File: config.mk
export PLATFORM = sky130hd
export DESIGN_NAME = stack_controller
export DESIGN_NICKNAME = d
export VERILOG_FILES = /design/src/rtl/stack_ctrl_pkg.sv /design/src/rtl/stack_ctrl_depth.sv /design/src/rtl/stack_controller.sv
export SDC_FILE = /design/constraint.sdc
export NUM_CORES = 1
export LEC_CHECK = 0
export BUFFER_PORTS_ARGS = -buffer_cell sky130_fd_sc_hd__buf_4
export CORE_ASPECT_RATIO = 1.5
export CORE_MARGIN = 2
export CORE_UTILIZATION = 35
export CTS_CLUSTER_DIAMETER = 120
export CTS_CLUSTER_SIZE = 16
export DETAILED_ROUTE_END_ITERATION = 6
export PLACE_DENSITY_LB_ADDON = 0.08
export SLEW_MARGIN = 20
export SYNTH_ARGS = -nofsm -noshare
export SYNTH_HDL_FRONTEND = slang
export SYNTH_SLANG_ARGS = --single-unit
File: constraint.sdc
create_clock -name CLK -period 2.5 [get_ports CLK]
set_input_delay 0.125 -clock CLK [delete_from_list [all_inputs] [get_ports CLK]]
set_output_delay 0.125 -clock CLK [all_outputs]
set_load 0.02 [all_outputs]
File: src/rtl/stack_ctrl_pkg.sv
// Shared command, op and state types for the
// stack command controller.
package stack_ctrl_pkg;

  localparam logic [1:0] CMD_NOP  = 2'b00;
  localparam logic [1:0] CMD_PUSH = 2'b01;
  localparam logic [1:0] CMD_POP  = 2'b10;
  localparam logic [1:0] CMD_GET  = 2'b11;

  typedef enum logic [1:0] {
    OP_CLEAR = 2'b00,
    OP_PUSH  = 2'b01,
    OP_POP   = 2'b10,
    OP_GET   = 2'b11
  } op_e;

  typedef enum logic [1:0] {
    S_IDLE,
    S_ISSUE,
    S_WAIT,
    S_RESP
  } state_e;

  typedef struct packed {
    op_e        op;
    logic [2:0] index;
    logic [3:0] data;
  } req_t;

endpackage

File: src/rtl/stack_ctrl_depth.sv
// Saturating stack occupancy counter with
// full/empty flags and GET index range check.
module stack_ctrl_depth #(
  parameter int DEPTH = 5
) (
  input  logic       clk,
  input  logic       rst_n,
  input  logic       inc,
  input  logic       dec,
  input  logic       clr,
  input  logic [2:0] index,
  output logic [3:0] depth,
  output logic       full,
  output logic       empty,
  output logic       idx_ok
);

  assign full   = (depth == 4'(DEPTH));
  assign empty  = (depth == 4'd0);
  assign idx_ok = ({1'b0, index} < depth);

  always_ff @(posedge clk or negedge rst_n) begin
    if (!rst_n) begin
      depth <= 4'd0;
    end else if (clr) begin
      depth <= 4'd0;
    end else if (inc && !full) begin
      depth <= depth + 4'd1;
    end else if (dec && !empty) begin
      depth <= depth - 4'd1;
    end
  end

endmodule

File: src/rtl/stack_controller.sv
// Host-side controller sequencing single-cycle
// strobes to the structural stack.
module stack_controller
  import stack_ctrl_pkg::*;
#(
  parameter int DEPTH     = 5,
  parameter int STACK_LAT = 1
) (
  input  logic       CLK,
  input  logic       RESET,
  input  logic       REQ_VALID,
  output logic       REQ_READY,
  input  logic [1:0] REQ_OP,
  input  logic [2:0] REQ_INDEX,
  input  logic [3:0] REQ_DATA,
  output logic       RSP_VALID,
  input  logic       RSP_READY,
  output logic [3:0] RSP_DATA,
  output logic       RSP_ERR,
  output logic [1:0] ST_COMMAND,
  output logic [2:0] ST_INDEX,
  output logic [3:0] ST_I_DATA,
  output logic       ST_RESET,
  input  logic [3:0] ST_O_DATA,
  output logic [3:0] DEPTH_O
);

  localparam int CW = (STACK_LAT > 1) ? $clog2(STACK_LAT) : 1;

  state_e        state, state_n;
  req_t          req, req_n;
  logic [CW-1:0] cnt, cnt_n;
  logic          req_ready_n, rsp_valid_n, rsp_err_n, st_reset_n;
  logic [3:0]    rsp_data_n, st_idata_n;
  logic [1:0]    st_cmd_n;
  logic [2:0]    st_index_n;
  logic          full, empty, idx_ok, bad;
  logic          inc, dec, clr;
  op_e           op_in;

  assign op_in = op_e'(REQ_OP);
  assign inc   = (state == S_ISSUE) && (req.op == OP_PUSH);
  assign dec   = (state == S_ISSUE) && (req.op == OP_POP);
  assign clr   = (state == S_ISSUE) && (req.op == OP_CLEAR);

  stack_ctrl_depth #(.DEPTH(DEPTH)) u_depth (
    .clk    (CLK),
    .rst_n  (RESET),
    .inc    (inc),
    .dec    (dec),
    .clr    (clr),
    .index  (REQ_INDEX),
    .depth  (DEPTH_O),
    .full   (full),
    .empty  (empty),
    .idx_ok (idx_ok)
  );

  always_comb begin
    bad = 1'b0;
    unique case (1'b1)
      op_in == OP_PUSH: bad = full;
      op_in == OP_POP:  bad = empty;
      op_in == OP_GET:  bad = !idx_ok;
      default:          bad = 1'b0;
    endcase
  end

  always_comb begin
    state_n     = state;
    req_n       = req;
    cnt_n       = cnt;
    req_ready_n = REQ_READY;
    rsp_valid_n = RSP_VALID;
    rsp_data_n  = RSP_DATA;
    rsp_err_n   = RSP_ERR;
    st_cmd_n    = CMD_NOP;
    st_index_n  = 3'd0;
    st_idata_n  = 4'd0;
    st_reset_n  = 1'b0;
    unique case (state)
      S_IDLE: begin
        req_ready_n = 1'b1;
        if (REQ_READY && REQ_VALID) begin
          req_n       = '{op: op_in, index: REQ_INDEX, data: REQ_DATA};
          req_ready_n = 1'b0;
          if (bad) begin
            state_n     = S_RESP;
            rsp_valid_n = 1'b1;
            rsp_err_n   = 1'b1;
            rsp_data_n  = 4'd0;
          end else begin
            state_n = S_ISSUE;
            // CLEAR resets the stack rather than sending a command
            st_reset_n = (op_in == OP_CLEAR);
            st_cmd_n   = (op_in == OP_CLEAR) ? CMD_NOP : REQ_OP;
            st_index_n = (op_in == OP_GET) ? REQ_INDEX : 3'd0;
            st_idata_n = (op_in == OP_PUSH) ? REQ_DATA : 4'd0;
          end
        end
      end
      S_ISSUE: begin
        if (req.op == OP_PUSH || req.op == OP_CLEAR) begin
          state_n     = S_RESP;
          rsp_valid_n = 1'b1;
          rsp_err_n   = 1'b0;
          rsp_data_n  = 4'd0;
        end else begin
          state_n = S_WAIT;
          cnt_n   = '0;
        end
      end
      S_WAIT: begin
        if (cnt == CW'(STACK_LAT - 1)) begin
          state_n     = S_RESP;
          rsp_valid_n = 1'b1;
          rsp_err_n   = 1'b0;
          rsp_data_n  = ST_O_DATA;
        end else begin
          cnt_n = cnt + CW'(1);
        end
      end
      S_RESP: begin
        if (RSP_READY) begin
          state_n     = S_IDLE;
          rsp_valid_n = 1'b0;
          rsp_err_n   = 1'b0;
          rsp_data_n  = 4'd0;
          req_ready_n = 1'b1;
        end
      end
    endcase
  end

  always_ff @(posedge CLK or negedge RESET) begin
    if (!RESET) begin
      state      <= S_IDLE;
      req        <= '0;
      cnt        <= '0;
      REQ_READY  <= 1'b0;
      RSP_VALID  <= 1'b0;
      RSP_DATA   <= 4'd0;
      RSP_ERR    <= 1'b0;
      ST_COMMAND <= CMD_NOP;
      ST_INDEX   <= 3'd0;
      ST_I_DATA  <= 4'd0;
      ST_RESET   <= 1'b1;
    end else begin
      state      <= state_n;
      req        <= req_n;
      cnt        <= cnt_n;
      REQ_READY  <= req_ready_n;
      RSP_VALID  <= rsp_valid_n;
      RSP_DATA   <= rsp_data_n;
      RSP_ERR    <= rsp_err_n;
      ST_COMMAND <= st_cmd_n;
      ST_INDEX   <= st_index_n;
      ST_I_DATA  <= st_idata_n;
      ST_RESET   <= st_reset_n;
    end
  end

endmodule
# After elaboration in Yosys (flattened, before gate mapping)
# Cells that the tools add are included.
# classes
add_sub_neg	3
magnitude_cmp	1
eq_ne	15
muxes	46
reduce_logical	22
# ops
cell	count
two-way mux 4 bit	12
two-way mux 2 bit	8
case mux 4 bit (4 select lines)	1
two-way mux 1 bit	15
two-way mux 3 bit	4
== test 2 bit, second input constant	5
inequality test 2 bit, second input constant	5
case mux 1 bit (4 select lines)	2
case mux 2 bit (4 select lines)	1
== test 2 x 1 -> 1 bit, second input constant	3
logical AND 1 bit	6
logical NOT 2 bit	3
AND reduction 2 bit	3
AND reduction 5 bit	1
adder 4 x 1 -> 4 bit, second input constant	1
== test 4 x 3 -> 1 bit, second input constant	1
logical NOT 4 bit	1
< comparator 3 x 4 -> 1 bit	1
case mux 1 bit (2 select lines)	2
nonzero test 2 bit	2
subtractor 4 x 1 -> 4 bit, second input constant	1
logical NOT 1 bit	3
case mux 1 bit (3 select lines)	1
AND reduction 3 bit	1
other kinds (4)	4
# word_totals
ff_bits	26
wordCells	99

# Depth between registers and ports, before layout
# Gate-level depths: netlist of run 1.
# depth
ltp_word	6
ltp_mapped	10
ltp_nobuf	10

# By module
# From an unflattened synthesis of run 1, not the netlist that was laid out.
# hier_totals
hier_cells	132
hier_area_um2	1370.1
# by_module_without_submodules
mod	n_inst	cells_each	area_each_um2
stack_controller	1	87	960.9
stack_ctrl_depth	1	45	409.1

# Worst setup path after synthesis of run 1
# No wires, ideal clock.
# synth_path
path_kind	register to register
start	register u_depth.depth[1]
end	register u_depth.depth[3]
arrival_ns	2.220
slack_ns	0.207
stages_incl_launch_ff	9
synth_period_minus_slack_ns	2.293
path_cell_list	dfrtp_1 or2_4 o211ai_4 ha_1 a21o_2 a21oi_1 xnor2_1 or2b_2 a21oi_2
# synth_between
elab_chain_len	5
# synth_lines
element	line	source
start: declaration	stack_ctrl_depth.sv:12	output logic [3:0] depth,
start signal: assignment	stack_ctrl_depth.sv:28	depth <= depth + 4'd1;
start signal: assignment	stack_ctrl_depth.sv:30	depth <= depth - 4'd1;
parallel branches: the longest is 5 deep, another holds subtractor 4 x 1 -> 4 bit	-	
# Parallel ways; which one is timed is not known. The select of a mux whose other input is x is not followed.
# A chain may end at the register's enable or synchronous reset.

# Final worst setup path of run 1
# layout_path
start	register state[1]
end	register u_depth.depth[3]
# layout_between
elab_chain_len	5
# layout_lines
element	line	source
start: declaration	stack_controller.sv:30	state_e state, state_n;
start signal: assignment	stack_controller.sv:149	state <= state_n;
== test 2 x 1 -> 1 bit (*)	stack_controller.sv:42, stack_controller.sv:43, stack_controller.sv:44	
logical AND 1 bit	stack_controller.sv:42	assign inc = (state == S_ISSUE) && (req.op == OP_PUSH);
logical AND 1 bit	stack_ctrl_depth.sv:27	end else if (inc && !full) begin
two-way mux 4 bit	stack_ctrl_depth.sv:27	
two-way mux 4 bit	stack_ctrl_depth.sv:25	end else if (clr) begin
# Every way passes the cells marked *; elsewhere a longest branch is shown, timed or not.

==> results of run 1 <==
critical path, cell delays in order (launching register included):
cell and delay [ps]:
sky130_fd_sc_hd__dfrtp_1 410, sky130_fd_sc_hd__inv_1 130, sky130_fd_sc_hd__ha_1 180, sky130_fd_sc_hd__and2b_1 200, sky130_fd_sc_hd__o211ai_4 120, sky130_fd_sc_hd__ha_1 300
sky130_fd_sc_hd__a21o_2 190, sky130_fd_sc_hd__a21oi_1 170, sky130_fd_sc_hd__xnor2_1 160, sky130_fd_sc_hd__or2b_2 330, sky130_fd_sc_hd__a21oi_2 120
registers in the layout (all words and copies together), names as in the netlist, 2 cells and up:
signal         flops
req                2
ST_COMMAND         2
ST_I_DATA          4
u_depth.depth      4
RSP_DATA           4
ST_INDEX           3
state              2
cell usage in the layout (no fill, tap or decap), drive strengths merged, types with 3 or more instances in the layout:
| cell | instances |
|---|---|
| a21o | 3 |
| a21oi | 3 |
| a31oi | 3 |
| and2 | 7 |
| buf | 43 |
| clkbuf | 3 |
| dfrtp | 24 |
| ha | 8 |
| inv | 8 |
| nand2 | 11 |
| nand3 | 3 |
| nand4 | 6 |
| nor2 | 7 |
| o21ai | 3 |
| o2bb2ai | 5 |
per-layer routing:
metal	vias up	track usage	part of all wire
met1	536	0.181	0.39
met4	0	0.0625	0.0079
li1	531	-	-
met2	29	0.287	0.55
met3	4	0.0262	0.044
met5	-	0	0
power by group through the flow:
stage | combinational, mW | sequential [mW] | clock [mW]
2_1_floorplan | 0.666 | 0.737 | 0
3_3_place_gp | 1.13 | 0.627 | 0
3_5_place_dp | 1.17 | 0.634 | 0
4_1_cts | 1.18 | 0.630 | 0.249
5_1_grt | 1.28 | 0.648 | 0.263
6_report | 1.16 | 0.627 | 0.240
kinds of logic (layout without fill, tap and decap cells):
logic type / count (synthesis) / in the layout
adder cells (fa/ha/maj): 9 / 9
multiplexers: 2 / 2
AND/OR/NAND/NOR: 45 / 45
buffers and inverters: 11 / 56
flip-flops: 25 / 25
AO/OA/AOI/OAI: 29 / 29
XOR/XNOR: 2 / 2
timing repair:
item / CTS / global route
resized for setup: 0 / 0
hold buffers: 1 / 0
buffers inserted: 0 / 0
endpoints found under the hold margin: 24 / 0
final cells by class:
cell class,instances,share of cell area
multi-input cells,87,0.379
flip-flops and latches,25,0.357
repair buffers,44,0.190
well taps,43,0.0307
clock buffers,3,0.0235
inverters,8,0.0171
clock inverters,1,0.00285
metrics by stage:
step / util / total power, mW / std cells / cell area, um2 / setup slack [ps]
detailed placement: 0.461 / 1.81 / 206 / 1700 / 145
global placement: 0.461 / 1.76 / 206 / 1700 / 245
floorplan: - / 1.40 / 123 / 1340 / 207
CTS: 0.476 / 2.05 / 211 / 1750 / 115
finish: 0.476 / 2.02 / 211 / 1750 / 128
global route: 0.476 / 2.19 / 211 / 1750 / 7.32
worst min path at each step:
| stage | slack (ps) | from | endpoint | cells past startpoint |
|---|---|---|---|---|
| detailed placement | 60 | RESET | u_depth.depth[0]$_DFFE_PN0P_ | 1 |
| floorplan | -170 | RESET | REQ_READY$_DFFE_PN0P_ | 0 |
| finish | 30 | REQ_OP[0] | ST_RESET$_DFF_PN1_ | 2 |
| global placement | 60 | RESET | state[0]$_DFFE_PN0P_ | 1 |
| CTS | 20 | REQ_OP[0] | ST_RESET$_DFF_PN1_ | 2 |
| global route | 20 | REQ_OP[0] | ST_RESET$_DFF_PN1_ | 2 |
==> results.md, run 1 <==
| Parameter | Reported |
|:---|:---|
| Primary FF master, synth | sky130_fd_sc_hd__dfrtp_1 |
| Startpoint type of the worst setup path | register |
| Fill cell total of the finished layout | 355 |
| Rows | 27 |
| Status | finished clean |
| Cell type contributing the most total cell area after synthesis | sky130_fd_sc_hd__dfrtp_1 |
| Maximum buffer depth of the clock tree | 2 |
| Number of primary I/O pins | 38 |
| Proportion of total power due to net switching | 0.436 |
| Number of design rule violations left after detail routing | 0 |
| Routed length per placed instance | 14.9 um |
| Type of element capturing the critical path | register |
| Die outline height | 79.8 um |
| Critical Path Sink | u_depth.depth[3]$_DFFE_PN0P_ |
| Critical path class | register to register |
| Ratio of final minimum period to clock period | 0.949 |
| Worst setup skew after layout | 5.81 ps |
| Critical Path Fanout Max | 4 |
| First-pass detailed-route iteration total | 3 |
| Clock input transition at the sequential cells of the worst setup and hold paths | 90 ps |
| Net Count, Synth | 149 |
| Post-synthesis simple-gate area fraction | 0.180 |
| Clock power frac | 0.119 |
| Time the worst path needs with I/O delays and setup | 2370 ps |
| Leftover overflow at the end of global routing | 0 |
| First element of the critical path | state[1]$_DFFE_PN0P_ |
| Area occupied by multi-input gates | 664 um2 |
| Number of warnings printed during yosys synthesis | 0 |
| Die Width | 54.5 um |
| Final max-slew violation count | 0 |
| Reg-to-Reg End | u_depth.depth[3]$_DFFE_PN0P_ |
| Post-synth cell types | 42 |
| Maximum number of pins on one net before global-route repair | 26 |
| Launch instance of the worst register-to-register path | state[1]$_DFFE_PN0P_ |
| Number of CTS-inserted buffers | 3 |
| Most common cell in the synthesized netlist | sky130_fd_sc_hd__dfrtp_1 |
| Initial cell density of the core | 0.364 |
| Post-route antenna net violation count | 0 |
| Clock root buffer master | sky130_fd_sc_hd__clkbuf_8 |
| Nets@finish | 195 |
| Top cells by count, synth | 24 x sky130_fd_sc_hd__dfrtp_1, 11 x sky130_fd_sc_hd__nand2_1, 8 x sky130_fd_sc_hd__ha_1, 8 x sky130_fd_sc_hd__inv_1 |
| Register area share after synthesis | 0.468 |
| Highest Clock Rate | 422 MHz |
| Synth Area in Compound Gates | 0.198 |
| Final Wtd Congestion | 0.862 |
| Number of flip-flops and latches in the synthesized netlist | 25 |
| Via count of the first global-routing pass | 1175 |
| Post-synth design cell area | 1340 um2 |
| Initial antenna violation count | 0 |
| Area used by sequential logic in the layout | 627 um2 |
| Slew margin rel. | 0.706 |
| Clock network latency to the later pin of the worst-skew pair | 270 ps |
| Final Hold Vio Count | 0 |
| CTS tree | done |
| Switch Pwr | 0.881 mW |
| Post-synthesis instance total | 123 |
| Unrepaired setup endpoints after global routing | no |
| Clk sink count | 25 |
| Wire length reported by the detailed router | 3150 um |
| Adder and majority gate portion of the synthesized area | 0.0896 |
| Worst hold margin | 25.8 ps |
| # setup viols final | 0 |
| WP data arrival | 2580 ps |
| Xor/xnor cell area share of the yosys netlist | 0.0131 |
| Core footprint | 3680 um2 |
| Via density per instance | 5.21 |
| Main combinational cell family by area after synthesis | compound AO/OA/AOI/OAI gates |
| FFs w/ async S/R, synth | 1.00 |
| Maximum capacitance violations | 0 |
| Total number of H-tree levels | 1 |
| Crit path required time | 2710 ps |
| First-pass GRT wire length | 5120 um |
| VDD IR-drop max | 0.000589 V |
| Port buffer count | 37 |
| DRC marker count from the first detailed-route iteration | 6 |
| Diodes inserted | 0 |
| Share of the synthesized area in the top cell type | 0.448 |
| Number of cell instances on the worst register-to-register path | 10 |
| Power per standard cell area | 1150 nW/um2 |
| Top cells by area, synth | sky130_fd_sc_hd__dfrtp_1 45%, sky130_fd_sc_hd__ha_1 7.5%, sky130_fd_sc_hd__and2_1 3.3%, sky130_fd_sc_hd__o2bb2ai_1 3.3%, sky130_fd_sc_hd__nand2_1 3.1% |
| Number of synthesized flops with an enable pin | 0 |
| Min-Delay Path Class | primary input to register |
| HPWL Detailed | 2500 um |
| Worst R2R Setup Slack | 130 ps |
| Area enclosed by the die boundary | 4350 um2 |
| Via count | 1100 |
| Multiplexer share of the synthesized area | 0.0149 |
| Share of cells above drive strength 1 | 0.357 |
| Setup Total Neg Slack | 0 ps |
| Area added between synthesis and finish | 30.9% |
| Internal cell power | 1.14 mW |
| Combinational share of power | 0.571 |
| Overall fraction of global-route tracks in use | 0.161 |
| Tightest Pin Transition | 439 ps |
| Leak pwr | 0.859 nW |
| Avg Cell Area, Syn | 10.9 um2 |
| Sequential power share | 0.310 |
Note: power is estimated with default switching activity, not from simulation.
==> run 2, diff against run 1 <==
==> constraint.sdc (replaced) <==
create_clock -name CLK -period 1.9 [get_ports CLK]
set_input_delay 0.095 -clock CLK [delete_from_list [all_inputs] [get_ports CLK]]
set_output_delay 0.095 -clock CLK [all_outputs]
set_load 0.02 [all_outputs]
==> results.md, run 2 (synthesized netlist as in run 1, its figures left out) <==
| Parameter | Reported |
|:---|:---|
| Clk sink count | 25 |
| Critical path cell sequence | ha_4, and2b_2, o211ai_4, ha_4, a21o_4, a21oi_4, xnor2_2, or2b_4, a21oi_2 |
| Setup ws final | -199 ps |
| CTS tree | done |
| # setup viols final | 1 |
| Type of element capturing the critical path | register |
| Maximum number of pins on one net before global-route repair | 26 |
| Nets@finish | 212 |
| Diodes inserted | 0 |
| Total number of H-tree levels | 1 |
| DRC marker count from the first detailed-route iteration | 9 |
| Number of CTS-inserted buffers | 3 |
| Die Width | 54.5 um |
| Leak pwr | 0.946 nW |
| Final Hold Vio Count | 0 |
| Worst setup skew after layout | 7.94 ps |
| Via count | 1175 |
| Clock root buffer master | sky130_fd_sc_hd__clkbuf_8 |
| Most common library cell in the layout ignoring fill and taps | sky130_fd_sc_hd__buf_4 |
| Setup Total Neg Slack | -199 ps |
| Overall fraction of global-route tracks in use | 0.173 |
| WP data arrival | 2300 ps |
| First-pass detailed-route iteration total | 4 |
| Number of design rule violations left after detail routing | 0 |
| Minimum setup slack after placement | -223 ps |
| Initial cell density of the core | 0.364 |
| Die outline height | 79.8 um |
| Wire length reported by the detailed router | 3490 um |
| Critical path class | register to register |
| Critical Path Fanout Max | 2 |
| Top Registers | RSP_DATA x4, ST_I_DATA x4, u_depth.depth x4 |
| Master of the slowest instance on the critical path | sky130_fd_sc_hd__dfrtp_1 |
| Core footprint | 3680 um2 |
| Area added between synthesis and finish | 51.4% |
| Routed length per placed instance | 15.3 um |
| Rows | 27 |
| Highest Clock Rate | 476 MHz |
| Worst R2R Setup Slack | -200 ps |
| Leftover overflow at the end of global routing | 0 |
| Tightest Pin Transition | 343 ps |
| Port buffer count | 37 |
| Maximum capacitance violations | 0 |
| Via count of the first global-routing pass | 1194 |
| Crit path required time | 2100 ps |
| CP bufs+invs | 0 |
| Startpoint type of the worst setup path | register |
| Cell type group with the largest total delay on the critical path | compound AO/OA/AOI/OAI gates |
| Final max-slew violation count | 0 |
| Min-Delay Path Class | primary input to register |
| Leading cell types in the layout, fill and taps excluded | 56 x sky130_fd_sc_hd__buf_4, 21 x sky130_fd_sc_hd__dfrtp_1, 11 x sky130_fd_sc_hd__nand2_1, 7 x sky130_fd_sc_hd__and2_1 |
| Final Wtd Congestion | 0.811 |
| HPWL Detailed | 2510 um |
| Number of primary I/O pins | 38 |
| VDD IR-drop max | 0.000934 V |
| Final Power | 3.20 mW |
| Maximum buffer depth of the clock tree | 2 |
| Violations in the final reports | setup timing |
| Via density per instance | 5.15 |
| Slew margin rel. | 0.772 |
| First-pass GRT wire length | 5420 um |
| Time the worst path needs with I/O delays and setup | 2100 ps |
| Post-route antenna net violation count | 0 |
| Clock input transition at the sequential cells of the worst setup and hold paths | 100 ps |
| Longest individual stage delay on the worst path | 420 ps |
| Area enclosed by the die boundary | 4350 um2 |
| Power per standard cell area | 1580 nW/um2 |
| Initial antenna violation count | 0 |
| Cell occurring most often along the worst timing path | sky130_fd_sc_hd__ha_4 |
| Status | finished with violations |
| Clock network latency to the later pin of the worst-skew pair | 270 ps |
| Ratio of final minimum period to clock period | 1.10 |
| Share of cells above drive strength 1 | 0.508 |
| Unrepaired setup endpoints after global routing | yes |
## run 2: metrics by stage
stage / cell area [um2] / hold WS [ps] / utilization / cells
5_1_grt: 2030 / 13.9 / 0.551 / 228
2_1_floorplan: 1360 / -201 / - / 123
3_3_place_gp: 1800 / 20.6 / 0.488 / 216
3_5_place_dp: 1800 / 35.2 / 0.488 / 216
4_1_cts: 1950 / 15.1 / 0.529 / 225
6_report: 2030 / 21.6 / 0.551 / 228
## run 2: layout make-up
cell class                      instances  area, um2
Multi-Input combinational cell         87        792
Inverter                                8       30.0
Sequential cell                        25        631
Clock inverter                          1       7.51
Fill cell                             332       1650
Clock buffer                            3       41.3
Tap cell                               43       53.8
Timing Repair Buffer                   61        473
## run 2: routing by layer
metal / global-route usage / vias up / wire, um
met4: 0.0925 / 0 / 109
met3: 0.0131 / 10 / 125
met1: 0.193 / 560 / 1350
met5: 0 / - / 0
met2: 0.308 / 36 / 1910
li1: - / 569 / -
## run 2: final timing paths
path | startpoint | end | depth (start not counted)
max | state[0]$_DFFE_PN0P_ | u_depth.depth[3]$_DFFE_PN0P_ | 9
min | REQ_DATA[1] | ST_I_DATA[1]$_DFF_PN0_ | 2
max reg2reg | state[0]$_DFFE_PN0P_ | u_depth.depth[3]$_DFFE_PN0P_ | 9
min reg2reg | RSP_DATA[3]$_DFFE_PN0P_ | RSP_DATA[3]$_DFFE_PN0P_ | 1
max in group asynchronous | RESET | ST_RESET$_DFF_PN1_ | 2
min in group asynchronous | RESET | u_depth.depth[1]$_DFFE_PN0P_ | 2
## run 2: power breakdown
group          switching, mW  leakage [nW]  internal [mW]
clock network          0.182        0.0217          0.149
logic                   1.06         0.605           1.01
registers              0.104         0.319          0.694
total                   1.34         0.946           1.86
## run 2: worst reg2reg max path, stage by stage, from the launching register on
cell,delay [ps]
sky130_fd_sc_hd__dfrtp_1,420
sky130_fd_sc_hd__ha_4,170
sky130_fd_sc_hd__and2b_2,210
sky130_fd_sc_hd__o211ai_4,100
sky130_fd_sc_hd__ha_4,230
sky130_fd_sc_hd__a21o_4,210
sky130_fd_sc_hd__a21oi_4,180
sky130_fd_sc_hd__xnor2_2,140
sky130_fd_sc_hd__or2b_4,290
sky130_fd_sc_hd__a21oi_2,100
## run 2: repair_timing
action | CTS | global route
gates resized for setup | 9 | 10
pin swaps | 3 | 8
setup buffers | 2 | 3
endpoints found under the hold margin | 25 | 0
hold buffers | 3 | 0
endpoints found under the setup margin | 5 | 13
==> run 3, diff against run 2 <==
--- a/config.mk
+++ b/config.mk
@@ -13,6 +13,7 @@
 export CTS_CLUSTER_SIZE = 16
 export DETAILED_ROUTE_END_ITERATION = 6
 export PLACE_DENSITY_LB_ADDON = 0.08
+export RECOVER_POWER = 100
 export SLEW_MARGIN = 20
 export SYNTH_ARGS = -nofsm -noshare
 export SYNTH_HDL_FRONTEND = slang
==> constraint.sdc (replaced) <==
create_clock -name CLK -period 2.4 [get_ports CLK]
set_input_delay 0.12 -clock CLK [delete_from_list [all_inputs] [get_ports CLK]]
set_output_delay 0.12 -clock CLK [all_outputs]
set_load 0.02 [all_outputs]
==> results.md, run 3 (synthesized netlist as in run 1, its figures left out) <==
| Parameter | Reported |
|:---|:---|
| Status | finished clean |
| Setup Total Neg Slack | 0 ps |
| Die Width | 54.5 um |
| Unrepaired setup endpoints after global routing | no |
| Fill cell total of the finished layout | 352 |
| Initial antenna violation count | 0 |
| Post-route antenna net violation count | 0 |
| Leading cell types in the layout, fill and taps excluded | 25 x sky130_fd_sc_hd__clkbuf_1, 24 x sky130_fd_sc_hd__dfrtp_1, 22 x sky130_fd_sc_hd__buf_4, 11 x sky130_fd_sc_hd__nand2_1 |
| Crit path required time | 2600 ps |
| Number of design rule violations left after detail routing | 0 |
| Area added between synthesis and finish | 26.9% |
| Worst setup skew after layout | 3.14 ps |
| Final Hold Vio Count | 0 |
| Number of primary I/O pins | 38 |
| Maximum capacitance violations | 0 |
| Die outline height | 79.8 um |
| Final Wtd Congestion | 0.802 |
| # setup viols final | 0 |
| Wire length reported by the detailed router | 3190 um |
| Top Registers | RSP_DATA x4, ST_I_DATA x4, u_depth.depth x4 |
| Critical path class | register to register |
| Port buffer count | 37 |
| Via count of the first global-routing pass | 1119 |
| Ratio of final minimum period to clock period | 0.945 |
| Critical Path Fanout Max | 4 |
| Clock input transition at the sequential cells of the worst setup and hold paths | 90 ps |
| First-pass GRT wire length | 5260 um |
| WP data arrival | 2470 ps |
| Clock root buffer master | sky130_fd_sc_hd__clkbuf_8 |
| Leftover overflow at the end of global routing | 0 |
| Rows | 27 |
| Via density per instance | 5.20 |
| Startpoint type of the worst setup path | register |
| Worst hold margin | 20.8 ps |
| Overall fraction of global-route tracks in use | 0.168 |
| Diodes inserted | 0 |
| Slew margin rel. | 0.0939 |
| Area enclosed by the die boundary | 4350 um2 |
| First-pass detailed-route iteration total | 4 |
| Maximum buffer depth of the clock tree | 2 |
| Min-Delay Path Class | primary input to register |
| Core occupancy in the finished layout | 0.462 |
| Most common library cell in the layout ignoring fill and taps | sky130_fd_sc_hd__clkbuf_1 |
| VDD IR-drop max | 0.000619 V |
| Nets@finish | 198 |
| Initial cell density of the core | 0.364 |
| Routed length per placed instance | 14.9 um |
| Share of cells above drive strength 1 | 0.246 |
| Clock network latency to the later pin of the worst-skew pair | 270 ps |
| DRC marker count from the first detailed-route iteration | 13 |
| Final max-slew violation count | 0 |
| Power per standard cell area | 1220 nW/um2 |
| Clk sink count | 25 |
| Leak pwr | 0.774 nW |
| HPWL Detailed | 2480 um |
| Type of element capturing the critical path | register |
| Tightest Pin Transition | 1360 ps |
| Maximum number of pins on one net before global-route repair | 26 |
| Time the worst path needs with I/O delays and setup | 2270 ps |
| Highest Clock Rate | 441 MHz |
| Via count | 1113 |
| CTS tree | done |
| Core footprint | 3680 um2 |
| Number of CTS-inserted buffers | 3 |
| Total number of H-tree levels | 1 |
-- run 3: cell count changes in the layout (fill, tap and decap cells not counted), sizes merged --
cell and delta:
clkinvlp -1, clkbuf +25, dlygate4sd3 -2, buf -36
-- run 3: path summary, 6_finish.rpt --
kind	depth (start not counted)	start	endpoint	slack, ps
worst max-delay path	10	state[1]$_DFFE_PN0P_	u_depth.depth[3]$_DFFE_PN0P_	130
max in group asynchronous	2	RESET	ST_INDEX[1]$_DFF_PN0_	920
worst min register to register	1	RSP_DATA[2]$_DFFE_PN0P_	RSP_DATA[2]$_DFFE_PN0P_	500
worst max register to register	10	state[1]$_DFFE_PN0P_	u_depth.depth[3]$_DFFE_PN0P_	130
worst min-delay path	2	REQ_OP[0]	ST_RESET$_DFF_PN1_	20
min in group asynchronous	2	RESET	ST_INDEX[2]$_DFF_PN0_	680
-- run 3: layer usage --
| metal | vias to the layer above | GRT usage | part of all wire |
|---|---|---|---|
| met4 | 0 | 0.0550 | 0.0056 |
| met5 | - | 0 | 0 |
| met1 | 544 | 0.194 | 0.39 |
| met3 | 2 | 0.0225 | 0.044 |
| li1 | 538 | - | - |
| met2 | 29 | 0.302 | 0.56 |
-- run 3: what timing repair did --
item,in CTS,in global routing
endpoints found under the setup margin,1,1
pin swaps,0,0
hold endpoints to repair,24,0
setup buffers,0,1
resized for setup,1,5
hold buffers,1,0
-- run 3: cell type report --
cell class / count / area [um2] / share of cell area
repair buffers: 47 / 265 / 0.156
multi-input cells: 87 / 679 / 0.400
well taps: 43 / 53.8 / 0.0316
clock buffers: 4 / 45.0 / 0.0265
flip-flops and latches: 25 / 627 / 0.369
inverters: 8 / 30.0 / 0.0177
-- run 3: power by group --
part / switching, mW / internal, mW
registers: 0.0933 / 0.546
clock network: 0.133 / 0.119
logic: 0.696 / 0.495
-- run 3: critical path, cell delays in order, from the launching register on --
cell	delay [ps]
sky130_fd_sc_hd__dfrtp_1	390
sky130_fd_sc_hd__inv_2	70
sky130_fd_sc_hd__ha_1	190
sky130_fd_sc_hd__and2b_2	220
sky130_fd_sc_hd__o211ai_4	140
sky130_fd_sc_hd__ha_4	250
sky130_fd_sc_hd__a21o_2	200
sky130_fd_sc_hd__a21oi_4	160
sky130_fd_sc_hd__xnor2_2	140
sky130_fd_sc_hd__or2b_2	330
sky130_fd_sc_hd__a21oi_2	120
-- run 3: metrics by stage --
| stage | cells | power [mW] | setup WS [ps] | instance area (um2) |
|---|---|---|---|---|
| 2_1_floorplan | 123 | 1.46 | 107 | 1340 |
| 3_3_place_gp | 208 | 1.85 | 179 | 1710 |
| 3_5_place_dp | 208 | 1.90 | 26.8 | 1710 |
| 4_1_cts | 213 | 2.17 | 40.4 | 1770 |
| 5_1_grt | 214 | 2.27 | 15.0 | 1700 |
| 6_report | 214 | 2.08 | 131 | 1700 |
